## src/rtl/cpu_regbank_pkg.sv

```systemverilog
// cpu_regbank_pkg: shared types and constants for the CPU register bank
package cpu_regbank_pkg;
   typedef enum logic [1:0] {WR_NONE = 2'd0, WR_BYTE = 2'd1, WR_PAIR = 2'd2} wr_mode_e;
   typedef enum logic [1:0] {DUMP_IDLE = 2'd0, DUMP_SEND = 2'd1, DUMP_DONE = 2'd2} dump_state_e;
   localparam int FLAG_Z = 7;
   localparam int FLAG_N = 6;
   localparam int FLAG_H = 5;
   localparam int FLAG_C = 4;
   localparam int REG_B = 0;
   localparam int REG_C = 1;
   localparam int REG_D = 2;
   localparam int REG_E = 3;
   localparam int REG_H = 4;
   localparam int REG_L = 5;
   localparam int REG_A = 6;
   localparam int REG_SP_H = 8;
   localparam int REG_SP_L = 9;
   localparam int REG_PC_H = 10;
   localparam int REG_PC_L = 11;
endpackage

```

## src/rtl/cpu_regbank_if.sv

```systemverilog
// cpu_regbank_if: write/read/flag/step/shadow/dump bus of the register bank
interface cpu_regbank_if import cpu_regbank_pkg::*; #(parameter int DATA_W = 8, parameter int IDX_W = 4);
   wr_mode_e wr_mode;
   logic [IDX_W-1:0] wr_idx;
   logic [2*DATA_W-1:0] wr_data;
   logic [IDX_W-1:0] rd_idx1;
   logic [DATA_W-1:0] rd_hi1;
   logic [DATA_W-1:0] rd_lo1;
   logic [IDX_W-1:0] rd_idx2;
   logic [DATA_W-1:0] rd_hi2;
   logic [DATA_W-1:0] rd_lo2;
   logic [3:0] flag_mask;
   logic [3:0] flag_data;
   logic [7:0] flags;
   logic step_en;
   logic [IDX_W-1:0] step_idx;
   logic step_dec;
   logic shadow_save;
   logic shadow_restore;
   logic dump_start;
   logic dump_valid;
   logic dump_ready;
   logic [IDX_W-1:0] dump_idx;
   logic [DATA_W-1:0] dump_data;
   logic dump_busy;
   logic dump_done;
   modport master (
      output wr_mode, wr_idx, wr_data, rd_idx1, rd_idx2, flag_mask, flag_data,
             step_en, step_idx, step_dec, shadow_save, shadow_restore, dump_start, dump_ready,
      input  rd_hi1, rd_lo1, rd_hi2, rd_lo2, flags, dump_valid, dump_idx, dump_data, dump_busy, dump_done
   );
   modport slave (
      input  wr_mode, wr_idx, wr_data, rd_idx1, rd_idx2, flag_mask, flag_data,
             step_en, step_idx, step_dec, shadow_save, shadow_restore, dump_start, dump_ready,
      output rd_hi1, rd_lo1, rd_hi2, rd_lo2, flags, dump_valid, dump_idx, dump_data, dump_busy, dump_done
   );
endinterface

```

## src/rtl/cpu_regbank_dump.sv

```systemverilog
// cpu_regbank_dump: handshaked dump engine walking regs 0..NUM_REGS-1 then flags
module cpu_regbank_dump import cpu_regbank_pkg::*; #(
   parameter int DATA_W = 8,
   parameter int NUM_REGS = 12,
   parameter int IDX_W = 4
) (
   input  logic clk,
   input  logic rst,
   input  logic start,
   input  logic ready,
   input  logic [DATA_W-1:0] rd_data,
   output logic [IDX_W-1:0] rd_idx,
   output logic valid,
   output logic [IDX_W-1:0] idx,
   output logic [DATA_W-1:0] data,
   output logic busy,
   output logic done
);
   dump_state_e state, state_nxt;
   logic [IDX_W-1:0] ptr, ptr_nxt;
   always_ff @(posedge clk or posedge rst)
      if (rst) begin
         state <= DUMP_IDLE;
         ptr <= '0;
      end else begin
         state <= state_nxt;
         ptr <= ptr_nxt;
      end
   always_comb begin
      state_nxt = state == DUMP_IDLE ? (start ? DUMP_SEND : DUMP_IDLE) :
                  state == DUMP_SEND ? (ready && ptr == IDX_W'(NUM_REGS) ? DUMP_DONE : DUMP_SEND) : DUMP_IDLE;
      ptr_nxt = state == DUMP_SEND && ready ? ptr + IDX_W'(1) : state == DUMP_SEND ? ptr : '0;
   end
   assign rd_idx = ptr;
   assign valid = state == DUMP_SEND;
   assign idx = valid ? ptr : '0;
   assign data = valid ? rd_data : '0;
   assign busy = state != DUMP_IDLE;
   assign done = state == DUMP_DONE;
endmodule

```

## src/rtl/cpu_regbank.sv

```systemverilog
// cpu_regbank: byte/pair register file with flags, pair stepping, shadow bank and debug dump
module cpu_regbank import cpu_regbank_pkg::*; #(
   parameter int DATA_W = 8,
   parameter int NUM_REGS = 12,
   parameter int IDX_W = $clog2(NUM_REGS + 1),
   parameter int BYPASS = 1
) (
   input logic clk,
   input logic rst,
   cpu_regbank_if.slave bus
);
   logic [DATA_W-1:0] regs [NUM_REGS];
   logic [DATA_W-1:0] shadow [NUM_REGS];
   logic [DATA_W-1:0] wd [NUM_REGS];
   logic [DATA_W-1:0] view [NUM_REGS+1];
   logic [3:0] flag_r, shadow_flag;
   logic [NUM_REGS-1:0] we, step_sel;
   logic [2*DATA_W-1:0] step_pair, step_val;
   logic step_go;
   logic [IDX_W-1:0] wr_lo, dump_ptr;
   logic [DATA_W-1:0] dump_rdata;
   function automatic logic [IDX_W-1:0] hi_of(input logic [IDX_W-1:0] i);
      return i >= IDX_W'(NUM_REGS) ? IDX_W'(NUM_REGS) : i;
   endfunction
   function automatic logic [IDX_W-1:0] lo_of(input logic [IDX_W-1:0] i);
      return i >= IDX_W'(NUM_REGS) ? IDX_W'(NUM_REGS) : i == IDX_W'(NUM_REGS - 1) ? '0 : i + IDX_W'(1);
   endfunction
   assign wr_lo = lo_of(bus.wr_idx);
   always_comb begin
      we = '0;
      step_sel = '0;
      step_pair = '0;
      view[NUM_REGS] = '0;
      for (int r = 0; r < NUM_REGS; r++) begin
         we[r] = !bus.shadow_restore && bus.wr_idx < IDX_W'(NUM_REGS) &&
                 (((bus.wr_mode == WR_BYTE || bus.wr_mode == WR_PAIR) && bus.wr_idx == IDX_W'(r)) ||
                  (bus.wr_mode == WR_PAIR && wr_lo == IDX_W'(r)));
         wd[r] = bus.wr_mode == WR_PAIR && bus.wr_idx == IDX_W'(r) ? bus.wr_data[2*DATA_W-1:DATA_W] : bus.wr_data[DATA_W-1:0];
         view[r] = BYPASS != 0 && we[r] ? wd[r] : regs[r];
         step_sel[r] = bus.step_idx == IDX_W'(r) || bus.step_idx + IDX_W'(1) == IDX_W'(r);
         if (bus.step_idx == IDX_W'(r)) step_pair[2*DATA_W-1:DATA_W] = regs[r];
         if (bus.step_idx + IDX_W'(1) == IDX_W'(r)) step_pair[DATA_W-1:0] = regs[r];
      end
      step_go = bus.step_en && !bus.shadow_restore && !bus.step_idx[0] &&
                bus.step_idx < IDX_W'(NUM_REGS) && !(|(we & step_sel));
      step_val = bus.step_dec ? step_pair - (2*DATA_W)'(1) : step_pair + (2*DATA_W)'(1);
   end
   always_ff @(posedge clk or posedge rst)
      if (rst) begin
         regs <= '{default: '0};
         shadow <= '{default: '0};
         flag_r <= '0;
         shadow_flag <= '0;
      end else begin
         if (bus.shadow_restore) begin
            regs <= shadow;
            flag_r <= shadow_flag;
         end else begin
            for (int r = 0; r < NUM_REGS; r++)
               regs[r] <= we[r] ? wd[r] :
                          step_go && step_sel[r] ? (bus.step_idx == IDX_W'(r) ? step_val[2*DATA_W-1:DATA_W] : step_val[DATA_W-1:0]) :
                          regs[r];
            flag_r <= (bus.flag_data & bus.flag_mask) | (flag_r & ~bus.flag_mask);
         end
         if (bus.shadow_save && !bus.shadow_restore) begin
            shadow <= regs;
            shadow_flag <= flag_r;
         end
      end
   assign bus.rd_hi1 = view[hi_of(bus.rd_idx1)];
   assign bus.rd_lo1 = view[lo_of(bus.rd_idx1)];
   assign bus.rd_hi2 = view[hi_of(bus.rd_idx2)];
   assign bus.rd_lo2 = view[lo_of(bus.rd_idx2)];
   assign bus.flags = {flag_r, 4'b0000};
   assign dump_rdata = dump_ptr < IDX_W'(NUM_REGS) ? regs[dump_ptr] : DATA_W'({flag_r, 4'b0000});
   cpu_regbank_dump #(.DATA_W(DATA_W), .NUM_REGS(NUM_REGS), .IDX_W(IDX_W)) u_dump (
      .clk(clk),
      .rst(rst),
      .start(bus.dump_start),
      .ready(bus.dump_ready),
      .rd_data(dump_rdata),
      .rd_idx(dump_ptr),
      .valid(bus.dump_valid),
      .idx(bus.dump_idx),
      .data(bus.dump_data),
      .busy(bus.dump_busy),
      .done(bus.dump_done)
   );
endmodule

```

## src/flat_wrapper.sv

```systemverilog
// flat-port wrapper written by rule: the top's interface ports become plain ports
module cpu_regbank_flat import cpu_regbank_pkg::*;
#(
   parameter int DATA_W = 8,
   parameter int NUM_REGS = 12,
   parameter int IDX_W = $clog2(NUM_REGS + 1),
   parameter int BYPASS = 1
)
  (clk, rst, bus_wr_mode, bus_wr_idx, bus_wr_data, bus_rd_idx1, bus_rd_idx2, bus_flag_mask, bus_flag_data, bus_step_en, bus_step_idx, bus_step_dec, bus_shadow_save, bus_shadow_restore, bus_dump_start, bus_dump_ready, bus_rd_hi1, bus_rd_lo1, bus_rd_hi2, bus_rd_lo2, bus_flags, bus_dump_valid, bus_dump_idx, bus_dump_data, bus_dump_busy, bus_dump_done);
  cpu_regbank_if #(.DATA_W(DATA_W), .IDX_W(IDX_W)) bus_i ();
  input logic clk;
  input logic rst;
  input wire logic [$bits(bus_i.wr_mode)-1:0] bus_wr_mode;
  input wire logic [$bits(bus_i.wr_idx)-1:0] bus_wr_idx;
  input wire logic [$bits(bus_i.wr_data)-1:0] bus_wr_data;
  input wire logic [$bits(bus_i.rd_idx1)-1:0] bus_rd_idx1;
  input wire logic [$bits(bus_i.rd_idx2)-1:0] bus_rd_idx2;
  input wire logic [$bits(bus_i.flag_mask)-1:0] bus_flag_mask;
  input wire logic [$bits(bus_i.flag_data)-1:0] bus_flag_data;
  input wire logic [$bits(bus_i.step_en)-1:0] bus_step_en;
  input wire logic [$bits(bus_i.step_idx)-1:0] bus_step_idx;
  input wire logic [$bits(bus_i.step_dec)-1:0] bus_step_dec;
  input wire logic [$bits(bus_i.shadow_save)-1:0] bus_shadow_save;
  input wire logic [$bits(bus_i.shadow_restore)-1:0] bus_shadow_restore;
  input wire logic [$bits(bus_i.dump_start)-1:0] bus_dump_start;
  input wire logic [$bits(bus_i.dump_ready)-1:0] bus_dump_ready;
  output wire logic [$bits(bus_i.rd_hi1)-1:0] bus_rd_hi1;
  output wire logic [$bits(bus_i.rd_lo1)-1:0] bus_rd_lo1;
  output wire logic [$bits(bus_i.rd_hi2)-1:0] bus_rd_hi2;
  output wire logic [$bits(bus_i.rd_lo2)-1:0] bus_rd_lo2;
  output wire logic [$bits(bus_i.flags)-1:0] bus_flags;
  output wire logic [$bits(bus_i.dump_valid)-1:0] bus_dump_valid;
  output wire logic [$bits(bus_i.dump_idx)-1:0] bus_dump_idx;
  output wire logic [$bits(bus_i.dump_data)-1:0] bus_dump_data;
  output wire logic [$bits(bus_i.dump_busy)-1:0] bus_dump_busy;
  output wire logic [$bits(bus_i.dump_done)-1:0] bus_dump_done;
  assign bus_i.wr_mode = bus_wr_mode;
  assign bus_i.wr_idx = bus_wr_idx;
  assign bus_i.wr_data = bus_wr_data;
  assign bus_i.rd_idx1 = bus_rd_idx1;
  assign bus_i.rd_idx2 = bus_rd_idx2;
  assign bus_i.flag_mask = bus_flag_mask;
  assign bus_i.flag_data = bus_flag_data;
  assign bus_i.step_en = bus_step_en;
  assign bus_i.step_idx = bus_step_idx;
  assign bus_i.step_dec = bus_step_dec;
  assign bus_i.shadow_save = bus_shadow_save;
  assign bus_i.shadow_restore = bus_shadow_restore;
  assign bus_i.dump_start = bus_dump_start;
  assign bus_i.dump_ready = bus_dump_ready;
  assign bus_rd_hi1 = bus_i.rd_hi1;
  assign bus_rd_lo1 = bus_i.rd_lo1;
  assign bus_rd_hi2 = bus_i.rd_hi2;
  assign bus_rd_lo2 = bus_i.rd_lo2;
  assign bus_flags = bus_i.flags;
  assign bus_dump_valid = bus_i.dump_valid;
  assign bus_dump_idx = bus_i.dump_idx;
  assign bus_dump_data = bus_i.dump_data;
  assign bus_dump_busy = bus_i.dump_busy;
  assign bus_dump_done = bus_i.dump_done;
  cpu_regbank #(.DATA_W(DATA_W), .NUM_REGS(NUM_REGS), .IDX_W(IDX_W), .BYPASS(BYPASS)) u_core (.clk(clk), .rst(rst), .bus(bus_i));
endmodule
```

## config.mk

```make
export PLATFORM = sky130hd
export DESIGN_NAME = cpu_regbank_flat
export DESIGN_NICKNAME = d
export VERILOG_FILES = /design/src/rtl/cpu_regbank_pkg.sv /design/src/rtl/cpu_regbank_if.sv /design/src/rtl/cpu_regbank_dump.sv /design/src/rtl/cpu_regbank.sv /design/src/flat_wrapper.sv
export SDC_FILE = /design/constraint.sdc
export NUM_CORES = 1
export LEC_CHECK = 0
export CAP_MARGIN = 20
export CORE_ASPECT_RATIO = 1.4
export CORE_UTILIZATION = 48
export DETAILED_ROUTE_END_ITERATION = 8
export DONT_BUFFER_PORTS = 1
export PLACE_DENSITY = 0.62
export SLEW_MARGIN = 10
export SYNTH_ARGS = -nofsm -noshare
export SYNTH_HDL_FRONTEND = slang
export SYNTH_SLANG_ARGS = --single-unit
```

## constraint.sdc

```tcl
create_clock -name clk -period 7.3 [get_ports clk]
set_input_delay 0.365 -clock clk [delete_from_list [all_inputs] [get_ports clk]]
set_output_delay 0.365 -clock clk [all_outputs]
set_load 0.005 [all_outputs]
```

Word level (Yosys, flattened, before mapping)
Cells that the tools add are included.

cells by class
  multiply operators = 0
  equality and inequality tests = 51
  reductions and logical operators = 115
  shift operators = 0
  div/mod/pow operators = 0
  bitwise gates (word level) = 10
  multiplexer cells = 118
  magnitude comparators = 11
  add/subtract/negate cells = 7

operators by type and width
  operator                 count
  $mux W8                  96
  $bmux W8 S4              5
  $mux W96                 1
  $eq A4 B4 Y1 const B     19
  $logic_and A1 B1 Y1      68
  $eq A4 B3 Y1 const B     16
  $mux W4                  11
  $reduce_bool A3 Y1       12
  $eq A4 B2 Y1 const B     8
  $ge A5 B5 Y1 const B     5
  $logic_or A1 B1 Y1       25
  $not A4 Y5               5
  $add A4 B1 Y4 const B    5
  $add A16 B1 Y16 const B  1
  $eq A4 B1 Y1 const B     4
  $logic_not A4 Y1         4
  $mux W16                 1
  $sub A16 B1 Y16 const B  1
  $and A12 B12 Y12         1
  $ge A4 B4 Y1 const B     3
  $lt A4 B4 Y1 const B     3
  $reduce_or A12 Y1        1
  $and A4 B4 Y4            2
  $mux W2                  3
  8 further kinds          12

word-level totals
  latch bits = 0
  output and inout bits = 55
  word-level logic and storage cells = 340
  memories = 0
  memory bits (writable) = 0
  bits in registers = 206
  memory bits (read-only) = 0

Longest topological paths before layout
Gate-level depths: netlist (run 1).

  word-level depth = 20
  depth in mapped cells = 22
  depth with buffers taken out = 19

Hierarchy
A second synthesis (run 1) with hierarchy kept.

unflattened totals
  cell total of the unflattened synthesis = 2,554
  area total of the unflattened synthesis = 20,248.2 µm²

modules (own cells, without submodules)
  module            area each (µm²)  cells an instance  times used
  cpu_regbank       19,849.0         2,510              1
  cpu_regbank_dump  399.1            44                 1

Least setup slack after synthesis (run 1)
No wires, ideal clock.

  kind = input to register
  start point = input port bus_step_idx[0]
  end point = register u_core.regs[60] (netlist bit)
  cell stages on the path = 20
  required time = 7.221 ns
  slack = 2.545 ns
  arrival = 4.675 ns
  buffers on the path = 5
  path through = buf_2 > buf_2 > buf_2 > buf_1 > mux4_2 > a221oi_1 > o21ai_0 > nand2_1 > a21oi_1 > ha_1 > a21o_1 > a21oi_1 > mux2i_1 > nand2_1 > a311oi_1 > clkbuf_1 > a211oi_1 > a311oi_1 > a21oi_1 > mux2i_1

between the ends
  longest elaborated chain between the ends = 20
  elaborated cells on any way between the ends = 78
  those cells by class = add/sub (3); order compare (1); eq/ne (22); mux (29); bitwise (1); reduce/logical (22)

ends and longest elaborated chain
  what                                                line                                  RTL
  start, declared                                     flat_wrapper.sv:21                    input wire logic [$bits(bus_i.step_idx)-1:0] bus_step_idx;
  $add A4 B1 Y4                                       cpu_regbank.sv:40, cpu_regbank.sv:42
  $logic_not A4 Y1                                    cpu_regbank.sv:40, cpu_regbank.sv:42
  $mux W8 (12 in series)                              cpu_regbank.sv:42                     if (bus.step_idx + IDX_W'(1) == IDX_W'(r)) step_pair[DATA_W-1:0] = regs[r];
  $add A16 B1 Y16 or $sub A16 B1 Y16 (tied branches)  cpu_regbank.sv:46                     step_val = bus.step_dec ? step_pair - (2*DATA_W)'(1) : step_pair + (2*DATA_W)'(1);
  $mux W16                                            cpu_regbank.sv:46
  $mux W8 (2 in series)                               cpu_regbank.sv:61                     step_go && step_sel[r] ? (bus.step_idx == IDX_W'(r) ? step_val[2*DATA_W-1:DATA_W] : step_val[DATA_W-1:0]) :
  $mux W8                                             cpu_regbank.sv:60                     regs[r] <= we[r] ? wd[r] :
  $mux W96                                            cpu_regbank.sv:55                     if (bus.shadow_restore) begin
  end signal, assigned                                cpu_regbank.sv:56                     regs <= shadow;
  end signal, assigned by index                       cpu_regbank.sv:60
  end, declared                                       cpu_regbank.sv:12                     logic [DATA_W-1:0] regs [NUM_REGS];

Several ways; a longest one is shown, not always the timed one. The select of a mux whose other input is x is not followed.
A chain may end at the register's enable or synchronous reset.

Worst setup path after layout (run 1)
  start point = register u_core.regs[86] (netlist bit)
  end point = register u_core.regs[69] (netlist bit)

between the ends
  longest elaborated chain between the ends = 17
  elaborated cells on any way between the ends = 18
  those cells by class = add/sub (2); mux (16)

ends and longest elaborated chain
  what                                                line
  $mux W8 (*) (11 in series)                          cpu_regbank.sv:42
  $add A16 B1 Y16 or $sub A16 B1 Y16 (tied branches)  cpu_regbank.sv:46
  $mux W16 (*)                                        cpu_regbank.sv:46
  $mux W8 (*) (2 in series)                           cpu_regbank.sv:61
  $mux W8 (*)                                         cpu_regbank.sv:60
  $mux W96 (*)                                        cpu_regbank.sv:55

Mark *: on every way between the ends. The rest lies on a longest branch, timed or not. The select of a mux whose other input is x is not followed.

==> run_results.csv, run 1 <==
group,metric,value,unit
run_status,status,"finished, violations left",
run_status,violations,"hold timing",
global_routing,grt_overflow,0,
global_routing,antenna_found_initial,5,
logic_synthesis,synth.distinct_cells,104,
detailed_routing,dr.pass1.iters,9,
logic_synthesis,synth_area,20260,sq um
hold_path,hold_class,"in2reg",
critical_path,crit_slowest_cell,"nand3_1",
detailed_routing,vias_per_cell,7.479,
logic_synthesis,synth_seq_cells,206,
sta,final.setup.worst_slack,1.658,ns
logic_synthesis,synth-edff-count,0,
clock_tree,clock_latency,0.58,ns
sta,period_share,0.7729,
global_routing,grt_max_degree,129,
pwr,power.density,346.7,nW/um^2
logic_synthesis,yosys_warnings,0,
detailed_routing,antenna_left,0,
cells_and_area,syn_to_final_growth,6.189,%
clock_tree,cts_inserted_buffers,24,
sta,fmax,177.2,MHz
logic_synthesis,synth_top_cell_area_share,0.2545,
sta,hold_viol_final,3,
critical_path,crit_path_start_kind,"register",
critical_path,cp_cell_sequence,"mux2_2 -> o221ai_1 -> a21oi_1 -> a2111oi_0 -> o21ai_0 -> ha_1 -> a21o_1 -> a2111oi_0 -> o21ai_0 -> a32oi_1 -> a211o_1 -> nand3_1 -> mux2_2 -> a221oi_1 -> a21oi_1",
global_routing,grt_pass1_vias,20700,
global_routing,gr-max-usage-layer,"met2",
critical_path,path_class,"reg2reg",
global_routing,gr-usage-met1,0.5652,
placed_design,hpwl,77280,um
sta,slew-limit-headroom,0.1480,
floorplanning,fp.dieH,245.1,um
logic_synthesis,synthTopCellsByArea,"dfrtp_1 25%, mux4_2 7.9%, mux2_2 7.1%",
cells_and_area,drive_above_1_share,0.1463,
logic_synthesis,synthTopCellsByCount,"378 x nand2_1, 251 x nor2_1, 206 x dfrtp_1",
critical_path,cp_slowest_stage_delay,0.71,ns
detailed_routing,wl_per_cell,35.76,um
logic_synthesis,syn-instance-count,2531,
logic_synthesis,yosysTopAreaCell,"dfrtp_1",
pwr,ir_drop,0.3365,mV
clock_tree,cts.sinks,206,
clock_tree,clk_path_buf_depth,3,
global_routing,grt_util_met2,0.7348,
detailed_routing,drt_iter0_drc,3452,
global_routing,gr-usage-met3,0.1592,
logic_synthesis,synth.most_common_cell,"nand2_1",
critical_path,cp_top_family,"compound AO/OA/AOI/OAI gates",
placed_design,dpl_cell_area,20520,sq um
clock_tree,clkTransAtPathRegs,0.07,ns
clock_tree,cts-root-buf,"clkbuf_16",
placed_design,numPortBuffers,0,
global_routing,grt_usage,0.4895,
logic_synthesis,ys_seq_area_frac,0.2545,
cells_and_area,final_util,0.5196,
sta,rsz0062_at_grt,"no",
floorplanning,fp-row-count,88,
detailed_routing,routed_wl,106200,um
cells_and_area,nNetsFinal,2485,
detailed_routing,num_vias,22210,
critical_path,crit_arrival,6.09,ns
global_routing,grt_pass1_wl,150900,um
floorplanning,coreArea,41400,sq um
sta,drv_slew,0,
critical_path,regToRegSetupSlack,1.66,ns
critical_path,worst-path-stages,15,
cells_and_area,fin_cells,2969,
job,cap_violations,0,
sta,fin_worst_skew,0.03042,ns
critical_path,r2r_cells,15,
critical_path,critPathBufInv,0,
floorplanning,die-area,43040,sq um
placed_design,finalWeightedCongestion,1.076,
logic_synthesis,synthFlopType,"dfrtp_1",
floorplanning,boundaryPins,105,
placed_design,placedCellCount,2914,
sta,worst_pin_slew,1.265,ns
critical_path,r2r_end,"u_core.regs[69]",
sta,holdWs,-0.01008,ns
floorplanning,start_util,0.4893,
critical_path,setup.worst_path.start,"u_core.regs[86]",
cells_and_area,design_area,21510,sq um
detailed_routing,post-route-drc-count,0,
placed_design,pre_cts_slack,1.468,ns
pwr,p_total,7.457,mW
sta,setup_tns,0,ns
pwr,p_leak,8.590,nW
critical_path,r2r_start,"u_core.regs[86]",
critical_path,endpoint_kind,"register",
critical_path,critPathMaxFanout,11,
sta,period_minus_slack,5.642,ns
logic_synthesis,async_flop_share,1.000,
clock_tree,post_cts_buffers,0,
logic_synthesis,avgSynthCellArea,8.004,sq um
floorplanning,die_w,175.6,um
clock_tree,cts_resized,0,
critical_path,cp-endpoint,"u_core.regs[69]",
critical_path,critical_path_required,7.75,ns
sta,setup_viol,0,
clock_tree,cts_tree,"done",
clock_tree,htree_levels,1,
what timing repair did:
action,4_1_cts,5_1_grt
hold buffers,7,0
hold endpoints to repair,97,0
endpoints found under the setup margin,0,0
cells in the final DEF, fill, tap and decap left out, drive strengths merged, types with 17 or more instances in the layout:
cell type,netlist,routed
nand2,379,379
nor2,252,252
dfrtp,206,206
o21ai,204,204
a21oi,181,181
mux2,128,128
nand3,95,95
mux2i,91,91
mux4,71,71
a211oi,71,71
buf,67,64
o21a,50,50
inv,45,45
o211ai,41,41
a31oi,35,35
nor3,32,32
clkbuf,155,30
and2,29,29
ha,25,25
nand2b,23,23
a21o,22,22
nor2b,22,22
a221oi,20,20
o22ai,20,20
o311ai,19,19
a2bb2oi,18,18
a211o,17,17
cell type report:
class                      count  area, sq um
tap                          540        675.6
timing repair buffer          71        561.8
clock inverter                13        235.2
multi-input combinational   2058        14030
inverter                      48        187.7
sequential                   206         5156
fill                        4022        19890
clock buffer                  30        653.1
antenna                        3        7.507
per-layer routing:
layer / wire [um] / up-vias
li1: - / 9146
met1: 35790 / 10660
met2: 45270 / 1881
met3: 14100 / 518
met4: 11000 / 0
met5: 0 / -
registers in the layout (all words and copies together), names as in the netlist, named ones only:
name / count
u_core.regs: 96
u_core.shadow: 96
u_core.shadow_flag: 4
u_core.u_dump.rd_idx: 4
u_core.u_dump.state: 2
power breakdown:
part	internal [mW]	total [mW]	switching [mW]
combinational	1.48	3.72	2.24
clock	0.848	1.42	0.572
sequential	1.57	2.31	0.744
total	3.90	7.46	3.56
kinds of logic after synthesis:
family          share of synthesized area
mux                                0.1954
simple gates                       0.1925
flops                              0.2545
fa+ha+maj                         0.01643
other cells                     0.0001851
compound gates                     0.2788
xor+xnor                         0.005621
buf+inv                           0.05652
worst min-delay path by stage:
stage | from | endpoint | slack, ns | depth (start not counted)
finish | bus_shadow_restore | u_core.regs[71] | -0.01 | 2
detailed placement | rst | u_core.u_dump.rd_idx[2] | 0.36 | 1
floorplan | u_core.u_dump.state[1] | u_core.u_dump.state[0] | 0.42 | 1
global placement | rst | u_core.u_dump.rd_idx[2] | 0.35 | 1
global route | bus_shadow_restore | u_core.regs[24] | 0.002 | 1
CTS | bus_shadow_restore | u_core.regs[71] | 0.004 | 2
No activity file was read; power rests on OpenSTA's default activity.
==> run 2, diff against run 1 <==
- clock period: 7.3 -> 5.3 ns (I/O delays scaled with it)
==> run 2 against run 1 <==
The flow still finishes with violations (hold timing). Setup slack got worse by 1.3 ns. Final cell count grew 3.1%. First-iteration DRC count grew 1.8%. Total power up 39%. Critical endpoint unchanged. Largest power group unchanged. Highest routed layer is now met5.
==> run_results.csv, run 2 (synthesis results as in run 1) <==
group,metric,value,unit
sta,setup_viol,0,
floorplanning,fp-row-count,88,
detailed_routing,dr.pass1.iters,7,
pwr,pwr-share-clk,0.162,
clock_tree,clock_latency,0.57,ns
critical_path,regToRegSetupSlack,0.35,ns
pwr,comb_power_share,0.536,
clock_tree,cts_inserted_buffers,23,
cells_and_area,final_common_cell,"nand2_1",
sta,holdWs,-0.02127,ns
pwr,internal-power,5.271,mW
floorplanning,die-area,43040,sq um
pwr,p_leak,8.940,nW
clock_tree,clk_path_buf_depth,3,
sta,hold_viol_final,3,
critical_path,critical_path_required,5.75,ns
floorplanning,boundaryPins,105,
clock_tree,clkTransAtPathRegs,0.07,ns
detailed_routing,routed_wl,110900,um
critical_path,path_class,"reg2reg",
floorplanning,coreArea,41400,sq um
run_status,status,"finished, violations left",
placed_design,placedCellCount,2997,
critical_path,r2r_start,"u_core.regs[86]",
global_routing,grt_max_degree,135,
placed_design,finalWeightedCongestion,1.143,
cells_and_area,nNetsFinal,2574,
run_status,violations,"hold timing",
global_routing,grt_usage,0.5114,
sta,worst_pin_slew,1.161,ns
critical_path,crit_path_start_kind,"register",
clock_tree,post_cts_buffers,0,
detailed_routing,vias_per_cell,7.540,
critical_path,critPathMaxFanout,11,
job,cap_violations,0,
cells_and_area,design_area,22050,sq um
critical_path,r2r_cells,18,
sta,fmax,201.9,MHz
pwr,swShare,0.4904,
detailed_routing,num_vias,23070,
cells_and_area,final_cell_mix,"378 x nand2_1, 251 x nor2_1, 205 x dfrtp_1",
global_routing,grt_overflow,0,
placed_design,numPortBuffers,0,
global_routing,grt_pass1_vias,21220,
pwr,ir_drop,0.4938,mV
hold_path,hold_class,"in2reg",
critical_path,endpoint_kind,"register",
cells_and_area,drive_above_1_share,0.1734,
sta,period_minus_slack,4.953,ns
critical_path,cp-endpoint,"u_core.regs[69]",
hold_path,min-delay-start,"bus_shadow_restore",
pwr,p_switching,5.072,mW
cells_and_area,fin_cells,3060,
floorplanning,fp.dieH,245.1,um
clock_tree,cts.sinks,206,
sta,slew-limit-headroom,0.2181,
sta,fin_worst_skew,0.03745,ns
cells_and_area,largestRegisters,"u_core.regs x96, u_core.shadow x96",
clock_tree,cts-root-buf,"clkbuf_16",
critical_path,r2r_end,"u_core.regs[69]",
critical_path,crit_arrival,5.40,ns
placed_design,dpl_cell_area,21130,sq um
sta,setup_tns,0,ns
detailed_routing,wl_per_cell,36.23,um
sta,rsz0062_at_grt,"no",
hold_path,holdPathStages,3,
detailed_routing,antenna_left,0,
floorplanning,die_w,175.6,um
floorplanning,start_util,0.4893,
clock_tree,cts_tree,"done",
placed_design,hpwl,80480,um
sta,period_share,0.9346,
critical_path,setup.worst_path.start,"u_core.regs[86]",
detailed_routing,post-route-drc-count,0,
detailed_routing,drt_iter0_drc,3513,
sta,drv_slew,0,
pwr,seqPwrFrac,0.302,
cells_and_area,syn_to_final_growth,8.876,%
pwr,power.density,469.0,nW/um^2
global_routing,antenna_found_initial,9,
clock_tree,htree_levels,1,
global_routing,grt_pass1_wl,157100,um
[run 2: metal layers]
layer | up-vias | GRT usage | wire [um]
met5 | - | 0 | 60
met4 | 4 | 0.4325 | 11930
met3 | 600 | 0.1516 | 15670
met2 | 2112 | 0.7528 | 46590
met1 | 11040 | 0.6098 | 36640
li1 | 9320 | - | -
[run 2: layout make-up]
cell class / instances / area, sq um
clock inverters: 15 / 122.6
flip-flops and latches: 206 / 5156
well taps: 540 / 675.6
fillers: 4037 / 19340
inverters: 48 / 183.9
multi-input cells: 2058 / 14000
diodes: 5 / 12.51
repair buffers: 161 / 1286
clock buffers: 27 / 620.6
[run 2: worst max-delay path, stage by stage (launching register included)]
cell	delay (ns)
dfrtp_1	0.38
mux2_2	0.26
o221ai_1	0.30
a21oi_1	0.15
a2111oi_0	0.57
buf_4	0.20
o21ai_0	0.09
ha_1	0.39
a21o_1	0.28
a2111oi_0	0.41
o21ai_0	0.24
a32oi_1	0.27
buf_4	0.17
a211o_1	0.13
nand3_1	0.07
buf_4	0.25
mux2_2	0.30
a221oi_1	0.26
a21oi_1	0.10
[run 2: metrics by stage]
stage | hold WS [ns] | util | worst slack (ns) | total power [mW]
after floorplan | 0.4110 | - | 0.6452 | 5.909
after global placement | 0.4072 | 0.5103 | 0.4644 | 8.138
after detailed placement | 0.4235 | 0.5103 | 0.3529 | 8.205
after CTS | 0.001366 | 0.5320 | 0.3319 | 9.916
after global routing | 0.01210 | 0.5325 | 0.07986 | 10.56
final | -0.02127 | 0.5327 | 0.3465 | 10.34
[run 2: how the worst min path moves through the flow]
stage | end | slack [ns]
6_report | u_core.regs[88] | -0.02
4_1_cts | u_core.regs[56] | 0.001
2_1_floorplan | u_core.u_dump.rd_idx[0] | 0.41
5_1_grt | u_core.u_dump.state[0] | 0.01
3_5_place_dp | u_core.shadow[70] | 0.42
3_3_place_gp | u_core.shadow[70] | 0.41
[run 2: power by group through the flow]
stage | Combinational [mW] | Sequential (mW) | Clock, mW
2_1_floorplan | 3.32 | 2.59 | 0
6_report | 5.54 | 3.12 | 1.68
3_5_place_dp | 5.17 | 3.03 | 0
5_1_grt | 5.71 | 3.12 | 1.73
4_1_cts | 5.24 | 3.01 | 1.67
3_3_place_gp | 5.13 | 3.01 | 0
[run 2: repair_timing]
item / in CTS / in global routing
hold endpoints to repair: 218 / 0
resized for setup: 0 / 1
setup endpoints to repair: 0 / 2
hold buffers: 14 / 0
